File: src/rtl/seg_scan_controller_if.sv
// rtl/seg_scan_controller_if.sv - display value inputs and scan outputs of the 7-segment controller
interface seg_scan_controller_if #(
  parameter int NUM_DIGITS = 4
);
  logic [4*NUM_DIGITS-1:0] value;
  logic [NUM_DIGITS-1:0]   dp_in;
  logic [NUM_DIGITS-1:0]   digit_en;
  logic                    lz_suppress;
  logic [NUM_DIGITS-1:0]   an;
  logic [6:0]              seg;
  logic                    dp;
  logic                    frame_start;

  // Host side: supplies the value to show, observes the scan
  modport master (
    output value, dp_in, digit_en, lz_suppress,
    input  an, seg, dp, frame_start
  );

  // Controller side
  modport slave (
    input  value, dp_in, digit_en, lz_suppress,
    output an, seg, dp, frame_start
  );
endinterface

File: src/rtl/seg_scan_controller.sv
// rtl/seg_scan_controller.sv - multiplexed 7-segment scan with blanking, hex decode and tear-free latching
module seg_scan_controller #(
  parameter int NUM_DIGITS   = 4,
  parameter int SCAN_DIV     = 25000,
  parameter int BLANK_CYCLES = 500,
  parameter bit ACTIVE_LOW   = 1'b1
) (
  input logic clk_in,
  input logic rst,
  seg_scan_controller_if.slave bus
);

  localparam int CNT_W = $clog2(SCAN_DIV);
  localparam int IDX_W = (NUM_DIGITS > 1) ? $clog2(NUM_DIGITS) : 1;
  localparam logic [CNT_W-1:0] CNT_LAST   = CNT_W'(SCAN_DIV - 1);
  localparam logic [CNT_W-1:0] BLANK_LAST = CNT_W'(BLANK_CYCLES - 1);
  localparam logic [IDX_W-1:0] IDX_LAST   = IDX_W'(NUM_DIGITS - 1);

  typedef enum logic {ST_BLANK, ST_DRIVE} state_t;

  // With no blanking interval a slot opens directly in DRIVE
  localparam state_t SLOT_FIRST = (BLANK_CYCLES == 0) ? ST_DRIVE : ST_BLANK;

  state_t                  state;
  logic [CNT_W-1:0]        slot_cnt;
  logic [IDX_W-1:0]        idx;

  logic [4*NUM_DIGITS-1:0] sh_value;
  logic [NUM_DIGITS-1:0]   sh_dp;
  logic [NUM_DIGITS-1:0]   sh_en;
  logic                    sh_lz;

  logic                    frame_start_int;
  logic [3:0]              nib [NUM_DIGITS];
  logic [NUM_DIGITS-1:0]   supp;
  logic                    zero_run;
  logic                    lit;
  logic [NUM_DIGITS-1:0]   an_act;
  logic [6:0]              seg_act;
  logic                    dp_act;

  function automatic logic [6:0] hex_to_seg(input logic [3:0] n);
    case (n)
      4'h0: hex_to_seg = 7'b0111111;
      4'h1: hex_to_seg = 7'b0000110;
      4'h2: hex_to_seg = 7'b1011011;
      4'h3: hex_to_seg = 7'b1001111;
      4'h4: hex_to_seg = 7'b1100110;
      4'h5: hex_to_seg = 7'b1101101;
      4'h6: hex_to_seg = 7'b1111101;
      4'h7: hex_to_seg = 7'b0000111;
      4'h8: hex_to_seg = 7'b1111111;
      4'h9: hex_to_seg = 7'b1101111;
      4'hA: hex_to_seg = 7'b1110111;
      4'hB: hex_to_seg = 7'b1111100;
      4'hC: hex_to_seg = 7'b0111001;
      4'hD: hex_to_seg = 7'b1011110;
      4'hE: hex_to_seg = 7'b1111001;
      default: hex_to_seg = 7'b1110001;
    endcase
  endfunction

  // Slot timing: count SCAN_DIV cycles per digit, BLANK then DRIVE, advance digit at slot end
  always_ff @(posedge clk_in) begin
    if (rst) begin
      state    <= SLOT_FIRST;
      slot_cnt <= '0;
      idx      <= '0;
    end else if (slot_cnt == CNT_LAST) begin
      slot_cnt <= '0;
      state    <= SLOT_FIRST;
      idx      <= (idx == IDX_LAST) ? '0 : idx + 1'b1;
    end else begin
      slot_cnt <= slot_cnt + 1'b1;
      if (state == ST_BLANK && slot_cnt == BLANK_LAST)
        state <= ST_DRIVE;
    end
  end

  // First cycle of digit 0's slot; held low while reset is asserted
  assign frame_start_int = !rst && (slot_cnt == '0) && (idx == '0);
  assign bus.frame_start = frame_start_int;

  // Shadow copy of the display inputs, refreshed only at frame boundaries
  always_ff @(posedge clk_in) begin
    if (rst) begin
      sh_value <= '0;
      sh_dp    <= '0;
      sh_en    <= '0;
      sh_lz    <= 1'b0;
    end else if (frame_start_int) begin
      sh_value <= bus.value;
      sh_dp    <= bus.dp_in;
      sh_en    <= bus.digit_en;
      sh_lz    <= bus.lz_suppress;
    end
  end

  // Split nibbles and mark leading zeros, scanning from the most significant digit down
  always_comb begin
    zero_run = 1'b1;
    supp     = '0;
    for (int i = NUM_DIGITS - 1; i >= 0; i--) begin
      nib[i]   = sh_value[4*i +: 4];
      zero_run = zero_run && (nib[i] == 4'h0);
      supp[i]  = sh_lz && zero_run && (i != 0);
    end
  end

  // Drive the current digit only in DRIVE, when enabled and not suppressed
  always_comb begin
    lit     = (state == ST_DRIVE) && sh_en[idx] && !supp[idx];
    an_act  = lit ? (NUM_DIGITS'(1) << idx) : '0;
    seg_act = lit ? hex_to_seg(nib[idx]) : 7'b0;
    dp_act  = lit && sh_dp[idx];
  end

  assign bus.an  = an_act  ^ {NUM_DIGITS{ACTIVE_LOW}};
  assign bus.seg = seg_act ^ {7{ACTIVE_LOW}};
  assign bus.dp  = dp_act  ^ ACTIVE_LOW;

endmodule
File: src/flat_wrapper.sv
// flat-port wrapper written by rule: the top's interface ports become plain ports
module seg_scan_controller_flat 
#(
  parameter int NUM_DIGITS   = 4,
  parameter int SCAN_DIV     = 25000,
  parameter int BLANK_CYCLES = 500,
  parameter bit ACTIVE_LOW   = 1'b1
)
  (clk_in, rst, bus_value, bus_dp_in, bus_digit_en, bus_lz_suppress, bus_an, bus_seg, bus_dp, bus_frame_start);
  seg_scan_controller_if #(.NUM_DIGITS(NUM_DIGITS)) bus_i ();
  input logic clk_in;
  input logic rst;
  input wire logic [$bits(bus_i.value)-1:0] bus_value;
  input wire logic [$bits(bus_i.dp_in)-1:0] bus_dp_in;
  input wire logic [$bits(bus_i.digit_en)-1:0] bus_digit_en;
  input wire logic [$bits(bus_i.lz_suppress)-1:0] bus_lz_suppress;
  output wire logic [$bits(bus_i.an)-1:0] bus_an;
  output wire logic [$bits(bus_i.seg)-1:0] bus_seg;
  output wire logic [$bits(bus_i.dp)-1:0] bus_dp;
  output wire logic [$bits(bus_i.frame_start)-1:0] bus_frame_start;
  assign bus_i.value = bus_value;
  assign bus_i.dp_in = bus_dp_in;
  assign bus_i.digit_en = bus_digit_en;
  assign bus_i.lz_suppress = bus_lz_suppress;
  assign bus_an = bus_i.an;
  assign bus_seg = bus_i.seg;
  assign bus_dp = bus_i.dp;
  assign bus_frame_start = bus_i.frame_start;
  seg_scan_controller #(.NUM_DIGITS(NUM_DIGITS), .SCAN_DIV(SCAN_DIV), .BLANK_CYCLES(BLANK_CYCLES), .ACTIVE_LOW(ACTIVE_LOW)) u_core (.clk_in(clk_in), .rst(rst), .bus(bus_i));
endmodule
File: config.mk
export PLATFORM = sky130hd
export DESIGN_NAME = seg_scan_controller_flat
export DESIGN_NICKNAME = d
export VERILOG_FILES = /design/src/rtl/seg_scan_controller_if.sv /design/src/rtl/seg_scan_controller.sv /design/src/flat_wrapper.sv
export SDC_FILE = /design/constraint.sdc
export NUM_CORES = 1
export LEC_CHECK = 0
export ABC_AREA = 1
export CORE_UTILIZATION = 45
export DETAILED_ROUTE_END_ITERATION = 7
export PLACE_DENSITY = 0.68
export SETUP_SLACK_MARGIN = 0.5
export SYNTH_ARGS = -nofsm -noshare
export SYNTH_HDL_FRONTEND = slang
export SYNTH_SLANG_ARGS = --single-unit
export TNS_END_PERCENT = 20
File: constraint.sdc
create_clock -name clk_in -period 2.2 [get_ports clk_in]
set_clock_uncertainty 0.05 [all_clocks]
set_input_delay 0.55 -clock clk_in [delete_from_list [all_inputs] [get_ports clk_in]]
set_output_delay 0.55 -clock clk_in [all_outputs]
set_load 0.05 [all_outputs]
== Yosys cells after proc, flatten, opt, wreduce, memory -nomap -nowiden ==
Memories as Yosys holds them, arrays and structs flattened.
Index checks and enable logic that the tools add are counted.
W data, S select, Z words.
Word-level totals
  memories: 1
  bits of input ports: 27
  logic and storage cells: 52
  register bits after elaboration: 43
  output and inout port bits: 13
  memory bits (read-only): 112
Operators by class
  mux-type cells: 12
  $lt $le $gt $ge: 2
  bitwise operators: 5
  shift operators: 1
  equal/unequal tests: 3
  reductions and logical operators: 19
  $add $sub $neg: 2
Memory list
  (no name shown): depth 16, bits a word 7, rd ports 1, clocked after memory_dff 0, write ports 0, line seg_scan_controller.sv:43  | case (n)
Operators with widths (number)
  $add A15 B1 Y15 const B: 1
  $eq A15 B15 Y1 const B: 1
  $eq A15 B9 Y1 const B: 1
  $logic_not A15 Y1: 1
  $logic_not A4 Y1: 3
  $mux W4: 3
  $logic_and A1 B1 Y1: 11
  $bmux W4 S2: 1
  $mux W7: 1
  $not A7 Y7: 1
  $bmux W1 S2: 3
  $not A4 Y4: 1
  $shl A1 B2 Y4 const A: 1
  $ge A3 B3 Y1 const B: 1
  $lt A2 B3 Y1 const B: 1
  $mux W1: 3
  $not A2 Y3: 1
  $add A2 B1 Y2 const B: 1
  $eq A2 B2 Y1 const B: 1
  $logic_not A1 Y1: 2
  $logic_not A2 Y1: 1
  $mux W2: 1
  $not A1 Y1: 2
  $reduce_or A2 Y1: 1

== Logic depth before layout (Yosys ltp) ==
Gate-level depths: netlist of the first run.
  depth in word-level cells: 10
  gate-level depth with buffers: 11
  mapped depth without buffers: 10

== Least setup slack after synthesis of the first run ==
Ideal clock, no wire load.
  path kind: reg2out
  start point: register u_core.idx[0]
  end point: output port bus_seg[3]
  arrival: 1814 ps
  data required time: 1600 ps
  setup slack: -214 ps
  path buffers: 2
  cell stages (with the launch flop): 12
  cells stage by stage: dfxtp_1 > buf_4 > buf_2 > nand2_1 > nand3_1 > nand2_1 > inv_1 > ha_1 > nand3_1 > nand2_1 > nand2_1 > nand3_1
On the way
  cells in the longest elaborated chain, start to end: 7
  elaborated cells on any way between the ends: 14
  classes of those cells: 8 x mux; 2 x bitwise; 3 x reduce/logical; 1 x memory
Ends and longest elaborated chain
  from (decl): line seg_scan_controller.sv:26  | logic [IDX_W-1:0] idx;
  from (signal assigned): line seg_scan_controller.sv:72  | idx <= (idx == IDX_LAST) ? '0 : idx + 1'b1;
  $not A2 Y3 (not written as such): line seg_scan_controller.sv:114  | seg_act = lit ? hex_to_seg(nib[idx]) : 7'b0;
  $bmux W4 S2: line seg_scan_controller.sv:114
  $mux W4 (not written as such) (2 in a row): line seg_scan_controller.sv:114
  $mem_v2 Z16 W7
  $mux W7 *: line seg_scan_controller.sv:114
  $not A7 Y7 (no line) *
  to (decl): line flat_wrapper.sv:18  | output wire logic [$bits(bus_i.seg)-1:0] bus_seg;
Mark *: on every way between the ends. The rest lies on a longest branch, timed or not. The select of a mux whose other input is x is not followed.

== Final worst setup path of the first run ==
  start point: register u_core.idx[0]
  end point: output port bus_seg[5]
Same word-level chain as after synthesis.

==> results.py, run 1 <==
metrics = {
    "worst_hold_path": {
        "hold_end": "u_core.slot_cnt[0]",
        "holdCritStartpoint": "u_core.slot_cnt[0]",
        "whs_path_depth": 1,
        "min_path_type": "reg -> reg",
    },
    "timing": {
        "timing.fmax_ghz": 0.418,
        "setup_tns_ns": -2.30,
        "maxSlewHeadroom_pct": 59.0,
        "grt_setup_unrepaired": "true",
        "drv_slew": 0,
        "fin_crit_ns": 2.39,
        "hold_violations": 0,
        "final.period_utilization_pct": 109,
        "finalWorstSetupSlack_ns": -0.195,
        "worst_slew_pin_slew_ns": 0.614,
        "finalSetupViolations": 13,
    },
    "clocking": {
        "htreeDepth": 2,
        "clock_path_buffers": 2,
        "cts_tree": "built",
        "clock-sinks": 43,
        "cts_root_buffer": "clkbuf_8",
        "insertion_delay_ns": 0.29,
        "clk_pin_slew_ns": 0.08,
        "cts-buffers-inserted": 5,
    },
    "finish": {
        "drive_gt1_share_pct": 23.7,
        "areaGrowthSynthToFinish_pct": 37.8,
        "seqCellArea_sq_um": 866,
        "fin_cells": 578,
        "antennaDiodeCount": 0,
        "fin_area_sq_um": 3830,
        "nFillCells": 536,
        "multi_input_area_sq_um": 1870,
        "final_cell_mix": "nand2_1 (96), nor2_1 (82), inv_1 (50), dfxtp_1 (41), nand4_1 (29)",
        "final_common_cell": "nand2_1",
        "layout.nets": 541,
    },
    "routing": {
        "routed_wl_microns": 7250,
        "vias": 2933,
        "drcViolationCount": 0,
        "postRouteAntennaNets": 0,
        "first_pass_iters": 4,
        "wire_per_inst_microns": 12.5,
        "drtIter0Drc": 110,
        "vias_per_cell": 5.07,
    },
    "run_status": {
        "status": "finished with violations",
        "violations": "negative setup slack",
    },
    "floorplanning": {
        "core.rowCount": 28,
        "start_util_pct": 46.9,
        "core_sq_um": 5920,
        "die_y_microns": 80.6,
        "fp.dieW_microns": 80.6,
        "io_pins": 40,
        "dieArea_sq_um": 6490,
    },
    "power_and_ir_drop": {
        "power_mw": 1.80,
        "cellPowerDensity_nw_per_um2": 471,
        "leakagePower_nw": 1.69,
        "ir_drop_mv": 0.521,
    },
    "critical_path": {
        "worstPathArrival_ns": 1.79,
        "worstReg2RegEnd": "u_core.sh_value[11]",
        "start_kind": "flip-flop",
        "worstSetupEndpointType": "output port",
        "crit_chain": "buf_4 -> buf_4 -> nand2_1 -> nand2_1 -> nand2_2 -> nor2_4 -> nor2_4 -> clkbuf_16 -> nand3_4 -> buf_6",
        "crit_path_max_incr_delay_ns": 0.37,
        "cp_data_required_time_ns": 1.60,
        "r2r-start": "u_core.idx[0]",
        "reg2reg_setup_slack_ns": 0.42,
        "crit_type": "reg -> out",
        "cpMaxStageDelayCell": "dfxtp_4",
        "reg2regPathDepth": 10,
        "crit_path_max_fanout": 6,
    },
    "synthesis": {
        "muxShareOfSynthArea_pct": 0,
        "synth_flop_cell": "dfxtp_1",
        "synth_top_area_share_pct": 31.0,
        "synthSimpleGateAreaFrac_pct": 47.4,
        "syn_area_sq_um": 2780,
        "synthDistinctLibCells": 29,
        "synth_compound_gate_area_share_pct": 4.01,
        "synthCells": 445,
        "ys_ff_latch": 43,
        "synth_warnings": 0,
        "syn_area_per_cell_sq_um": 6.24,
        "synthTopCellsByArea": "dfxtp_1 (31%), nand2_1 (16%), nor2_1 (11%)",
        "synth_adder_area_share_pct": 5.41,
        "synth_xor_area_share_pct": 0.315,
        "synth_top_family_by_area": "simple AND/OR/NAND/NOR gates",
        "synth_edf_count": 0,
        "ys_seq_area_share_pct": 31.0,
        "async_flop_share_pct": 0,
        "syn_nets": 484,
        "synth_top_cell_by_area": "dfxtp_1",
    },
    "placed_design": {
        "dp_hpwl_microns": 5090,
        "preCtsSetupSlack_ns": 0.0153,
        "dpl_cell_area_sq_um": 3460,
        "dp.cells": 562,
        "port_buffers": 39,
        "place_congestion": 0.886,
    },
    "grt": {
        "grt_pass1_vias": 2774,
        "antenna_found_initial": 0,
        "grt_usage_pct": 23.7,
        "grt_pass1_wl_microns": 12100,
        "grt_max_degree": 26,
        "overflow": 0,
    },
    "run": {
        "drv_cap": 0,
    },
}
worst max-delay path by stage:
stage | to | start | cells after the start | slack [ns]
after floorplan | bus_seg[0] | u_core.idx[0] | 10 | 0.15
after global placement | bus_frame_start | rst | 5 | 0.06
after detailed placement | bus_seg[3] | u_core.idx[0] | 11 | 0.02
after CTS | bus_seg[3] | u_core.idx[0] | 10 | -0.16
after global routing | bus_seg[4] | u_core.idx[0] | 10 | -0.27
final | bus_seg[5] | u_core.idx[0] | 10 | -0.19
layer usage:
metal	track usage, %	up-vias	wire length, microns
met2	44.6	56	3760
met4	5.18	0	68
met5	0	-	0
li1	-	1519	-
met1	27.8	1349	3130
met3	3.75	9	291
kinds of logic (layout without fill, tap and decap cells):
| kind of cell | after synthesis | after routing |
|---|---|---|
| buf+inv | 76 | 134 |
| fa+ha+maj | 12 | 12 |
| simple gates | 292 | 292 |
| compound gates | 21 | 21 |
| xor+xnor | 1 | 1 |
| flops | 43 | 43 |
worst max-delay path: cells and delay by family, from the launching register on:
family                 cells  cell delay [ns]
and+or+nand+nor            6             0.49
buffers and inverters      4             0.64
DFF                        1             0.37
area by class of cell:
class	count	share of cell area (%)
Inverter	59	5.98
Clock buffer	6	1.90
Clock inverter	2	0.327
Sequential cell	43	22.6
Timing Repair Buffer	67	17.7
Tap cell	75	2.45
Multi-Input combinational cell	326	49.0
registers in the layout, indices dropped and copies added, names as in the netlist:
name and cells:
u_core.slot_cnt 15, u_core.sh_lz 1, u_core.idx 2, u_core.state 1, u_core.sh_dp 4, u_core.sh_en 4
u_core.sh_value 16
repair_timing:
action / 4_1_cts / 5_1_grt
pin swaps: 11 / 12
setup endpoints to repair: 38 / 42
hold buffers: 0 / 0
resized for setup: 34 / 25
buffers inserted: 5 / 1
cloned: 1 / 1
through the flow:
stage,hold WS (ns),util (%)
2_1_floorplan,0.380,-
3_3_place_gp,0.394,58.4
3_5_place_dp,0.409,58.4
4_1_cts,0.428,62.6
5_1_grt,0.462,64.6
6_report,0.433,64.6
cells in the mapped netlist, types with 8 or more instances:
cell type	instances
inv_1	54
nor2_1	84
nand4_1	29
nand3_1	40
dfxtp_1	43
ha_1	12
nand2_1	117
a21oi_1	9
o21ai_0	8
buf_2	9
where the power goes:
group          internal (mW)  total [mW]  switching [mW]
clock                  0.222       0.500           0.277
sequential             0.827       0.865          0.0382
combinational          0.185       0.436           0.251
(Power assumes the default switching activity.)
==> run 2: changes to the inputs <==
CORE_UTILIZATION = 30   (was 45)
PLACE_DENSITY = default   (was 0.68)
==> results.py, run 2 (synthesis results as in run 1) <==
metrics = {
    "placed_design": {
        "place_congestion": 0.888,
        "dp.cells": 593,
        "port_buffers": 39,
        "dp_hpwl_microns": 5510,
    },
    "critical_path": {
        "crit_path_max_incr_delay_ns": 0.34,
        "cp_data_required_time_ns": 1.60,
        "crit_type": "reg -> out",
        "cpMaxStageDelayCell": "dfxtp_2",
        "worstSetupEndpointType": "output port",
        "worstPathArrival_ns": 1.88,
        "crit_path_max_fanout": 8,
        "start_kind": "flip-flop",
        "crit_chain": "clkinvlp_4 -> buf_4 -> buf_6 -> nor2_1 -> o21ai_1 -> nand2_1 -> nor2_4 -> buf_12 -> nand3_4 -> buf_8",
    },
    "clocking": {
        "cts_root_buffer": "clkbuf_8",
        "clock_path_buffers": 2,
        "cts_tree": "built",
        "clk_pin_slew_ns": 0.08,
        "clock-sinks": 43,
        "htreeDepth": 2,
        "cts-buffers-inserted": 5,
        "holdBufCountCts": 0,
        "insertion_delay_ns": 0.30,
    },
    "timing": {
        "finalWorstSetupSlack_ns": -0.284,
        "grt_setup_unrepaired": "true",
        "drv_slew": 0,
        "timing.fmax_ghz": 0.403,
        "maxSlewHeadroom_pct": 63.4,
        "finalSetupViolations": 13,
        "whs_ns": 0.423,
        "hold_violations": 0,
        "final.period_utilization_pct": 113,
        "fin_crit_ns": 2.48,
        "worst_slew_pin_slew_ns": 0.548,
        "setup_tns_ns": -3.46,
    },
    "floorplanning": {
        "dieArea_sq_um": 9640,
        "core.rowCount": 34,
        "fp.dieW_microns": 98.2,
        "start_util_pct": 31.4,
        "core_sq_um": 8850,
        "die_y_microns": 98.2,
        "io_pins": 40,
    },
    "routing": {
        "vias_per_cell": 4.65,
        "vias": 2824,
        "first_pass_iters": 6,
        "postRouteAntennaNets": 0,
        "wire_per_inst_microns": 11.6,
        "drcViolationCount": 0,
        "drtIter0Drc": 88,
        "routed_wl_microns": 7070,
    },
    "power_and_ir_drop": {
        "ir_drop_mv": 0.315,
        "cellPowerDensity_nw_per_um2": 487,
        "leakagePower_nw": 1.67,
        "power_mw": 1.87,
    },
    "finish": {
        "drive_gt1_share_pct": 21.8,
        "reg.largest.list": "u_core.sh_value x16, u_core.slot_cnt x15",
        "final_common_cell": "nand2_1",
        "final_cell_mix": "nand2_1 (99), nor2_1 (81), inv_1 (52), dfxtp_1 (42), nand4_1 (29)",
        "areaGrowthSynthToFinish_pct": 38.4,
        "largest-register": "u_core.sh_value",
        "layout.nets": 538,
        "fin_cells": 607,
        "nFillCells": 950,
        "largest_reg_flops": 16,
        "antennaDiodeCount": 0,
    },
    "grt": {
        "overflow": 0,
        "grt_usage_pct": 15.2,
        "grt_pass1_vias": 2739,
        "grt_max_degree": 26,
        "antenna_found_initial": 0,
        "grt_pass1_wl_microns": 12000,
    },
    "run_status": {
        "violations": "negative setup slack",
        "status": "finished with violations",
    },
    "run": {
        "drv_cap": 0,
    },
    "worst_hold_path": {
        "min_path_type": "reg -> reg",
    },
}
-- run 2: cell types whose count changed in the layout (fill, tap and decap cells not counted), sizes merged --
cell,delta
inv,-1
clkinv,-1
buf,-3
clkinvlp,+1
clkbuf,-1
bufinv,+1
-- run 2: critical path, delay by kind of cell (launching register included) --
family | cells | cell delay (ns)
compound gates | 1 | 0.13
buf+inv | 5 | 0.71
flops | 1 | 0.34
simple gates | 4 | 0.41
-- run 2: final timing paths --
kind	from	to	slack [ns]	depth (start not counted)
worst max register to register	u_core.idx[0]	u_core.sh_dp[0]	0.30	11
worst max-delay path	u_core.idx[0]	bus_seg[4]	-0.28	10
worst min-delay path	u_core.slot_cnt[0]	u_core.slot_cnt[0]	0.42	1
worst min register to register	u_core.slot_cnt[0]	u_core.slot_cnt[0]	0.42	1
-- run 2: metrics by stage --
stage | util (%) | area [sq um] | setup WS (ns)
2_1_floorplan | - | 2950 | 0.147
3_3_place_gp | 39.4 | 3480 | -0.00633
3_5_place_dp | 39.4 | 3480 | -0.0377
4_1_cts | 42.7 | 3780 | -0.231
5_1_grt | 43.4 | 3840 | -0.381
6_report | 43.4 | 3840 | -0.284
-- run 2: repair_timing --
item	CTS	global route
pin swaps	8	4
cloned	0	1
setup endpoints to repair	40	40
buffers inserted	6	0
gates resized for setup	35	9
-- run 2: cell type report --
type	instances	area, sq um	area share, %
well taps	108	135	3.52
repair buffers	64	656	17.1
multi-input cells	326	1860	48.3
clock buffers	5	68.8	1.79
inverters	59	228	5.92
flip-flops and latches	43	862	22.4
clock inverters	2	37.5	0.977
-- run 2: report_power, final --
group / switching [mW] / leakage, nW / internal, mW / total (mW)
registers: 0.0384 / 0.352 / 0.829 / 0.867
clock network: 0.263 / 0.0502 / 0.332 / 0.594
logic: 0.237 / 1.27 / 0.174 / 0.411
-- run 2: per-layer routing --
layer | global-route usage (%) | part of all wire [%]
met1 | 17.6 | 46
met2 | 28.8 | 50
met3 | 2.22 | 2.2
met4 | 4.48 | 1.2
met5 | 0 | 0
==> run 3: changes to the inputs <==
CORE_UTILIZATION = 55   (was 30)
PLACE_DENSITY = 0.81   (was default)
==> results.py, run 3 (synthesis results as in run 1) <==
metrics = {
    "run_status": {
        "status": "finished with violations",
        "violations": "negative setup slack",
    },
    "floorplanning": {
        "die_y_microns": 73.1,
        "dieArea_sq_um": 5340,
        "core_sq_um": 4790,
        "core.rowCount": 25,
        "fp.dieW_microns": 73.1,
        "io_pins": 40,
        "start_util_pct": 58.0,
    },
    "clocking": {
        "clk_pin_slew_ns": 0.09,
        "clock-sinks": 43,
        "cts_root_buffer": "clkbuf_8",
        "cts_tree": "built",
        "insertion_delay_ns": 0.30,
        "htreeDepth": 2,
        "clock_path_buffers": 2,
        "cts-buffers-inserted": 5,
    },
    "power_and_ir_drop": {
        "leakagePower_nw": 1.72,
        "ir_drop_mv": 0.401,
        "cellPowerDensity_nw_per_um2": 488,
        "power_mw": 1.88,
    },
    "routing": {
        "routed_wl_microns": 8550,
        "first_pass_iters": 5,
        "drtIter0Drc": 204,
        "postRouteAntennaNets": 0,
        "vias": 3142,
        "vias_per_cell": 5.53,
        "wire_per_inst_microns": 15.0,
        "drcViolationCount": 0,
    },
    "timing": {
        "fin_crit_ns": 2.48,
        "finalWorstSetupSlack_ns": -0.282,
        "drv_slew": 0,
        "final.period_utilization_pct": 113,
        "timing.fmax_ghz": 0.403,
        "worst_slew_pin_slew_ns": 0.586,
        "finalSetupViolations": 13,
        "hold_violations": 0,
        "grt_setup_unrepaired": "true",
        "maxSlewHeadroom_pct": 60.9,
    },
    "finish": {
        "layout.nets": 539,
        "reg.largest.list": "u_core.sh_value x16, u_core.slot_cnt x15",
        "final_cell_mix": "nand2_1 (96), nor2_1 (81), inv_1 (50), dfxtp_1 (41), nand4_1 (29)",
        "largest_reg_flops": 16,
        "areaGrowthSynthToFinish_pct": 38.3,
        "final_common_cell": "nand2_1",
        "drive_gt1_share_pct": 24.2,
        "antennaDiodeCount": 0,
        "postLayoutCoreUtil_pct": 80.2,
        "fin_cells": 568,
        "largest-register": "u_core.sh_value",
    },
    "placed_design": {
        "dp.cells": 553,
        "place_congestion": 0.862,
        "dp_hpwl_microns": 4920,
        "port_buffers": 39,
    },
    "run": {
        "drv_cap": 0,
    },
    "critical_path": {
        "crit_path_max_fanout": 8,
        "worstPathArrival_ns": 1.88,
        "cp_data_required_time_ns": 1.60,
        "start_kind": "flip-flop",
        "crit_type": "reg -> out",
        "worstSetupEndpointType": "output port",
    },
    "grt": {
        "grt_usage_pct": 29.5,
        "grt_max_degree": 26,
        "grt_pass1_vias": 2706,
        "overflow": 0,
        "antenna_found_initial": 0,
        "grt_pass1_wl_microns": 12200,
    },
    "worst_hold_path": {
        "min_path_type": "reg -> reg",
    },
}
==> run 3: through the flow <==
stage / cell area [sq um] / hold slack [ns] / TNS, ns / worst slack, ns
after floorplan: 2950 / 0.380 / 0 / 0.147
after global placement: 3440 / 0.397 / 0 / 0.0576
after detailed placement: 3440 / 0.409 / 0 / 0.00481
after CTS: 3700 / 0.429 / -2.27 / -0.198
after global routing: 3840 / 0.461 / -3.70 / -0.324
final: 3840 / 0.423 / -3.00 / -0.282
==> run 3: per-layer routing <==
layer,vias to the layer above,share of wire (%),GRT usage [%]
met5,-,0,0
met2,169,50,51.0
met3,43,6.6,5.52
met4,0,4.9,10.0
met1,1406,39,36.5
li1,1524,-,-
==> run 3: final cells by class <==
cell class	instances	area, sq um
Clock buffer	7	86.3
Clock inverter	1	8.76
Fill cell	330	946
Inverter	59	229
Multi-Input combinational cell	327	1900
Sequential cell	43	868
Tap cell	67	83.8
Timing Repair Buffer	64	659
==> run 3: worst max-delay path, cell delays in order, from the launching register on <==
cell	delay (ns)
dfxtp_4	0.37
inv_4	0.10
nand2_1	0.11
nand2_1	0.11
nand2_1	0.08
nand2_2	0.15
ha_4	0.17
nand3_2	0.11
nand2_1	0.10
nand2_2	0.06
nand3_4	0.07
buf_8	0.14
==> run 3: timing repair <==
item                                    CTS  global route
resized for setup                        30            38
gates cloned                              2             1
hold buffers                              0             0
pin swaps                                 8             7
endpoints found under the hold margin     0             0
setup buffers                             4             0
endpoints found under the setup margin   38            40
==> run 3: where the power goes <==
group          leakage (nW)  switching (mW)  internal, mW
sequential            0.354          0.0467         0.826
combinational          1.32           0.271         0.182
clock                0.0484           0.293         0.258
==> run 3: final timing paths <==
check	start	endpoint	slack, ns	cells after the start
min	u_core.slot_cnt[0]	u_core.slot_cnt[0]	0.42	1
max	u_core.idx[0]	bus_seg[6]	-0.28	11
min reg2reg	u_core.slot_cnt[0]	u_core.slot_cnt[0]	0.42	1
max reg2reg	u_core.idx[0]	u_core.sh_dp[0]	0.28	10
